<file path="config.mk">
export PLATFORM = sky130hd
export DESIGN_NAME = resp_compactor_flat
export DESIGN_NICKNAME = d
export VERILOG_FILES = /design/src/rtl/resp_compactor_pkg.sv /design/src/rtl/resp_compactor_if.sv /design/src/rtl/resp_compactor_misr_step.sv /design/src/rtl/resp_compactor.sv /design/src/flat_wrapper.sv
export SDC_FILE = /design/constraint.sdc
export NUM_CORES = 1
export LEC_CHECK = 0
export ABC_AREA = 1
export CAP_MARGIN = 0
export CORE_ASPECT_RATIO = 0.8
export CORE_MARGIN = 1
export CORE_UTILIZATION = 48
export CTS_CLUSTER_SIZE = 16
export DETAILED_ROUTE_END_ITERATION = 6
export PLACE_DENSITY = 0.82
export SYNTH_ARGS = -nofsm -noshare
export SYNTH_HDL_FRONTEND = slang
export SYNTH_HIERARCHICAL = 1
export SYNTH_SLANG_ARGS = --single-unit
</file>
<file path="constraint.sdc">
create_clock -name clk -period 3.2 [get_ports clk]
set_input_delay 0.96 -clock clk [delete_from_list [all_inputs] [get_ports clk]]
set_output_delay 0.96 -clock clk [all_outputs]
set_load 0.05 [all_outputs]
</file>
<file path="src/rtl/resp_compactor_pkg.sv">
// Shared constants and FSM encoding for the response compactor.
package resp_compactor_pkg;
    localparam logic [31:0] SEED = 32'hFFFF_FFFF;
    // x^32 + x^22 + x^2 + x + 1 (the x^32 term is implicit in the shift-out)
    localparam logic [31:0] POLY = 32'h0040_0007;

    typedef enum logic [1:0] {IDLE, RUN, CHECK, DONE} state_t;
endpackage

</file>
<file path="src/rtl/resp_compactor_if.sv">
// Control, response-stream and status signals of the response compactor.
interface resp_compactor_if #(
    parameter int OUT_W = 21,
    parameter int SIG_W = 32,
    parameter int CNT_W = 16
);
    logic             start;
    logic [CNT_W-1:0] num_vec;
    logic [SIG_W-1:0] exp_sig;
    logic             in_valid;
    logic             in_ready;
    logic [OUT_W-1:0] f;
    logic             busy;
    logic             done;
    logic             pass;
    logic [SIG_W-1:0] sig;
    logic [CNT_W-1:0] vec_cnt;
    logic             nonuni;

    modport master (
        output start, num_vec, exp_sig, in_valid, f,
        input  in_ready, busy, done, pass, sig, vec_cnt, nonuni
    );

    modport slave (
        input  start, num_vec, exp_sig, in_valid, f,
        output in_ready, busy, done, pass, sig, vec_cnt, nonuni
    );
endinterface

</file>
<file path="src/rtl/resp_compactor_misr_step.sv">
// One MISR step: Galois shift of the signature, then fold in the zero-extended response.
module misr_step
    import resp_compactor_pkg::*;
#(
    parameter int OUT_W = 21,
    parameter int SIG_W = 32
) (
    input  logic [SIG_W-1:0] sig,
    input  logic [OUT_W-1:0] f,
    output logic [SIG_W-1:0] next_sig
);
    localparam logic [SIG_W-1:0] POLY_W = SIG_W'(POLY);

    assign next_sig = {sig[SIG_W-2:0], 1'b0}
                    ^ (sig[SIG_W-1] ? POLY_W : '0)
                    ^ SIG_W'(f);
endmodule

</file>
<file path="src/rtl/resp_compactor.sv">
// Compacts a stream of response vectors into a MISR signature and compares it to a golden value.
module resp_compactor
    import resp_compactor_pkg::*;
#(
    parameter int OUT_W = 21,
    parameter int SIG_W = 32,
    parameter int CNT_W = 16
) (
    input  logic             clk,
    input  logic             rst,
    resp_compactor_if.slave  bus
);
    localparam logic [SIG_W-1:0] SEED_W = SIG_W'(SEED);

    state_t           state, state_nxt;
    logic [SIG_W-1:0] sig_q, sig_nxt;
    logic [CNT_W-1:0] cnt_q, cnt_inc, num_q;
    logic             pass_q, nonuni_q;
    logic             load, accept, last;

    misr_step #(.OUT_W(OUT_W), .SIG_W(SIG_W)) u_step (
        .sig      (sig_q),
        .f        (bus.f),
        .next_sig (sig_nxt)
    );

    assign load    = ((state == IDLE) || (state == DONE)) && bus.start;
    assign accept  = (state == RUN) && bus.in_valid;
    assign cnt_inc = cnt_q + CNT_W'(1);
    assign last    = (cnt_inc == num_q);

    always_ff @(posedge clk or posedge rst) begin
        if (rst) state <= IDLE;
        else     state <= state_nxt;
    end

    always_comb begin
        state_nxt = state;
        case (state)
            IDLE, DONE: if (bus.start) state_nxt = (bus.num_vec != '0) ? RUN : CHECK;
            RUN:        if (accept && last) state_nxt = CHECK;
            CHECK:      state_nxt = DONE;
            default:    state_nxt = IDLE;
        endcase
    end

    // Results stay frozen through DONE until the next accepted start reloads them.
    always_ff @(posedge clk or posedge rst) begin
        if (rst) begin
            sig_q    <= SEED_W;
            cnt_q    <= '0;
            num_q    <= '0;
            pass_q   <= 1'b0;
            nonuni_q <= 1'b0;
        end else begin
            if (load) begin
                sig_q    <= SEED_W;
                cnt_q    <= '0;
                num_q    <= bus.num_vec;
                pass_q   <= 1'b0;
                nonuni_q <= 1'b0;
            end else if (accept) begin
                sig_q    <= sig_nxt;
                cnt_q    <= cnt_inc;
                nonuni_q <= nonuni_q | ((bus.f != '0) && (bus.f != '1));
            end
            if (state == CHECK) pass_q <= (sig_q == bus.exp_sig);
        end
    end

    assign bus.in_ready = (state == RUN);
    assign bus.busy     = (state == RUN) || (state == CHECK);
    assign bus.done     = (state == DONE);
    assign bus.pass     = pass_q;
    assign bus.sig      = sig_q;
    assign bus.vec_cnt  = cnt_q;
    assign bus.nonuni   = nonuni_q;
endmodule

</file>
<file path="src/flat_wrapper.sv">
// flat-port wrapper written by rule: the top's interface ports become plain ports
module resp_compactor_flat import resp_compactor_pkg::*;
#(
    parameter int OUT_W = 21,
    parameter int SIG_W = 32,
    parameter int CNT_W = 16
)
  (clk, rst, bus_start, bus_num_vec, bus_exp_sig, bus_in_valid, bus_f, bus_in_ready, bus_busy, bus_done, bus_pass, bus_sig, bus_vec_cnt, bus_nonuni);
  resp_compactor_if #(.OUT_W(OUT_W), .SIG_W(SIG_W), .CNT_W(CNT_W)) bus_i ();
  input  logic clk;
  input  logic rst;
  input wire logic [$bits(bus_i.start)-1:0] bus_start;
  input wire logic [$bits(bus_i.num_vec)-1:0] bus_num_vec;
  input wire logic [$bits(bus_i.exp_sig)-1:0] bus_exp_sig;
  input wire logic [$bits(bus_i.in_valid)-1:0] bus_in_valid;
  input wire logic [$bits(bus_i.f)-1:0] bus_f;
  output wire logic [$bits(bus_i.in_ready)-1:0] bus_in_ready;
  output wire logic [$bits(bus_i.busy)-1:0] bus_busy;
  output wire logic [$bits(bus_i.done)-1:0] bus_done;
  output wire logic [$bits(bus_i.pass)-1:0] bus_pass;
  output wire logic [$bits(bus_i.sig)-1:0] bus_sig;
  output wire logic [$bits(bus_i.vec_cnt)-1:0] bus_vec_cnt;
  output wire logic [$bits(bus_i.nonuni)-1:0] bus_nonuni;
  assign bus_i.start = bus_start;
  assign bus_i.num_vec = bus_num_vec;
  assign bus_i.exp_sig = bus_exp_sig;
  assign bus_i.in_valid = bus_in_valid;
  assign bus_i.f = bus_f;
  assign bus_in_ready = bus_i.in_ready;
  assign bus_busy = bus_i.busy;
  assign bus_done = bus_i.done;
  assign bus_pass = bus_i.pass;
  assign bus_sig = bus_i.sig;
  assign bus_vec_cnt = bus_i.vec_cnt;
  assign bus_nonuni = bus_i.nonuni;
  resp_compactor #(.OUT_W(OUT_W), .SIG_W(SIG_W), .CNT_W(CNT_W)) u_core (.clk(clk), .rst(rst), .bus(bus_i));
endmodule
</file>
==> results.py <==
metrics = {
    "hold_path": {
        "min_path_type": "flop to flop",
        "worstHoldPathCells": 2,
    },
    "global_route": {
        "grt_max_degree": 36,
        "grt_first_pass_wirelength_um": 19700,
        "grt_util_all_layers_pct": 28.4,
        "antenna_found_initial": 0,
        "grt_pass1_vias": 3988,
        "grt_overflow_total": 0,
    },
    "floorplan": {
        "die_y_um": 85.0,
        "rows": 29,
        "initial_core_util_pct": 50.9,
        "fp.dieW_um": 106,
        "num_io_pins": 126,
        "dieArea_mm2": 0.00900,
        "fp.coreArea_mm2": 0.00813,
    },
    "synthesis": {
        "synth_area_per_cell_um2": 7.76,
        "synth_fp_nets": 610,
        "yosys_warnings": 6,
        "synth-seq-cells": 68,
        "yosysSeqAreaShare_pct": 42.1,
        "synth_cell_types": 33,
        "synth_area_mm2": 0.00414,
        "async_flop_share_pct": 100,
        "synth_top_flop_cell": "dfrtp_1",
        "synth_edf_count": 0,
        "postSynthCellCount": 533,
    },
    "drt": {
        "drcViolationCount": 0,
        "first_iter_violations": 346,
        "antenna_left": 0,
        "vias": 4188,
        "viasPerCell": 5.45,
        "drt_first_pass_iters": 5,
        "wl_um": 12500,
        "wl_per_cell_um": 16.3,
    },
    "sta": {
        "fin_crit_ns": 2.99,
        "fin_tns_setup_ns": 0,
        "finalCritPeriodShare_pct": 93.3,
        "fin_skew_ns": 0.00758,
        "finalSetupViolations": 0,
        "fmax_mhz": 335,
        "slew_violations": 0,
        "hold_violations": 0,
        "rsz0062_at_grt": "no",
        "worstMarginPinSlew_ns": 0.731,
        "relSlewSlack_pct": 51.2,
    },
    "cts": {
        "clock_sinks": 68,
        "cts_inserted_buffers": 9,
        "cts-resized-gates": 0,
        "clockRootBuffer": "clkbuf_8",
        "h-tree-depth": 3,
        "clk_pin_slew_ns": 0.08,
        "clock_latency_ns": 0.34,
        "cts_buffer_depth": 2,
        "cts_setup_buffers": 0,
        "cts_tree": "yes",
        "postCtsHoldBufs": 0,
    },
    "pwr": {
        "power_uw": 4510,
        "power.leakage_uw": 0.00249,
        "peakVddDrop_v": 0.000679,
        "power_density_mw_per_mm2": 788,
    },
    "final_layout": {
        "syn2layout_area_growth_pct": 38.4,
        "layout_commonest_cell": "nand2_1",
        "fin_nets": 732,
        "drive_gt1_share_pct": 10.9,
        "final_cell_mix": "nand2_1, clkdlybuf4s50_1, nor2_1",
        "diodes": 0,
    },
    "setup_path": {
        "end_kind": "primary output",
        "cp_max_fo": 4,
        "crit_family": "buffers and inverters",
        "critPathLaunchType": "flop",
        "cp.arrival_ns": 2.03,
        "cp.depth": 4,
        "criticalPathCategory": "flop to primary output",
        "max_stage_delay_ns": 0.80,
        "cp.required_ns": 2.24,
        "rr_worst_depth": 14,
        "path_cells": "inv_1 -> ha_1 -> inv_1 -> clkdlybuf4s50_1",
        "cp_num_buf_inv": 3,
        "crit_slowest_cell": "clkdlybuf4s50_1",
        "cpMostUsedCell": "inv_1",
    },
    "status": {
        "status": "complete, no violations",
    },
    "placed_design": {
        "portBuffers": 125,
        "gp_congestion": 0.941,
        "dp_hpwl_um": 9400,
    },
    "flow_run": {
        "cap_viol_max_count": 0,
    },
}
-- area by class of cell --
cell class / count / area (um^2)
well taps: 108 / 135
repair buffers: 132 / 1330
fillers: 683 / 2400
inverters: 56 / 210
clock inverters: 5 / 80.1
flip-flops and latches: 68 / 1740
clock buffers: 11 / 163
multi-input cells: 388 / 2070
-- through the flow --
step           cells  setup WS (ns)  util (%)  instance area, um^2  hold WS, ns
2_1_floorplan    533          0.581         -                 4140        0.451
3_3_place_gp     752          0.563      67.5                 5480        0.494
3_5_place_dp     752          0.490      67.5                 5480        0.496
4_1_cts          768          0.194      70.5                 5730        0.514
5_1_grt          768          0.116      70.5                 5730        0.541
6_report         768          0.213      70.5                 5730        0.517
-- logic make-up after synthesis --
| family | count (synthesis) | share of synthesized area (%) |
|---|---|---|
| and+or+nand+nor | 271 | 29.2 |
| DFF | 68 | 42.1 |
| buffers and inverters | 77 | 7.89 |
| AOI/OAI and AO/OA | 73 | 10.8 |
| adders and majority gates | 4 | 1.21 |
| xor gates and xnor gates | 40 | 8.83 |
-- worst min-delay path: stages, from the launching register on --
cell and delay, ns:
dfrtp_1 0.37, nand2_1 0.06, nand2_1 0.05
-- synthesized netlist by cell type, types with 3 or more instances --
cell	count	area, um^2
a21oi_1	19	95.1
o22ai_1	11	68.8
nand4_1	17	106
dfstp_2	32	841
inv_1	53	199
nor2_1	55	206
buf_4	10	75.1
nor4_1	10	62.6
xor2_1	32	280
nand3_1	35	175
nor2_4	3	33.8
o21ai_0	24	120
nand2_1	131	492
xnor2_1	7	61.3
ha_1	4	50.1
nand2_2	4	25.0
nand3b_1	6	45.0
dfrtp_1	36	901
nor2_2	5	31.3
o22a_1	11	96.3
a211oi_1	3	22.5
clkbuf_1	11	41.3
-- registers in the layout (all words and copies together), names as in the netlist --
name / cells
u_core/bus.nonuni: 1
u_core/bus.pass: 1
u_core/bus.sig: 32
u_core/bus.vec_cnt: 16
u_core/num_q: 16
u_core/state: 2
-- worst paths after layout --
check / from / to / slack [ns]
max in group asynchronous: rst / u_core/bus.vec_cnt[9] / 1.49
min in group asynchronous: rst / u_core/bus.nonuni / 1.08
setup reg to reg: u_core/bus.vec_cnt[0] / u_core/state[1] / 0.99
hold reg to reg: u_core/num_q[3] / u_core/num_q[3] / 0.52
setup / recovery: u_core/state[0] / bus_busy / 0.21
hold / removal: u_core/num_q[3] / u_core/num_q[3] / 0.52
-- report_power, final --
group | internal (uW) | switching [uW]
Clock | 508 | 342
Sequential | 1200 | 259
Combinational | 777 | 1430
Total | 2480 | 2030
-- layer usage --
metal	wire (um)	track usage (%)	up-vias
met5	0	0	-
met4	165	8.21	0
met3	959	4.61	17
met2	5860	44.7	209
met1	5530	40.5	1959
li1	-	-	2003
No activity file was read; power rests on OpenSTA's default activity.
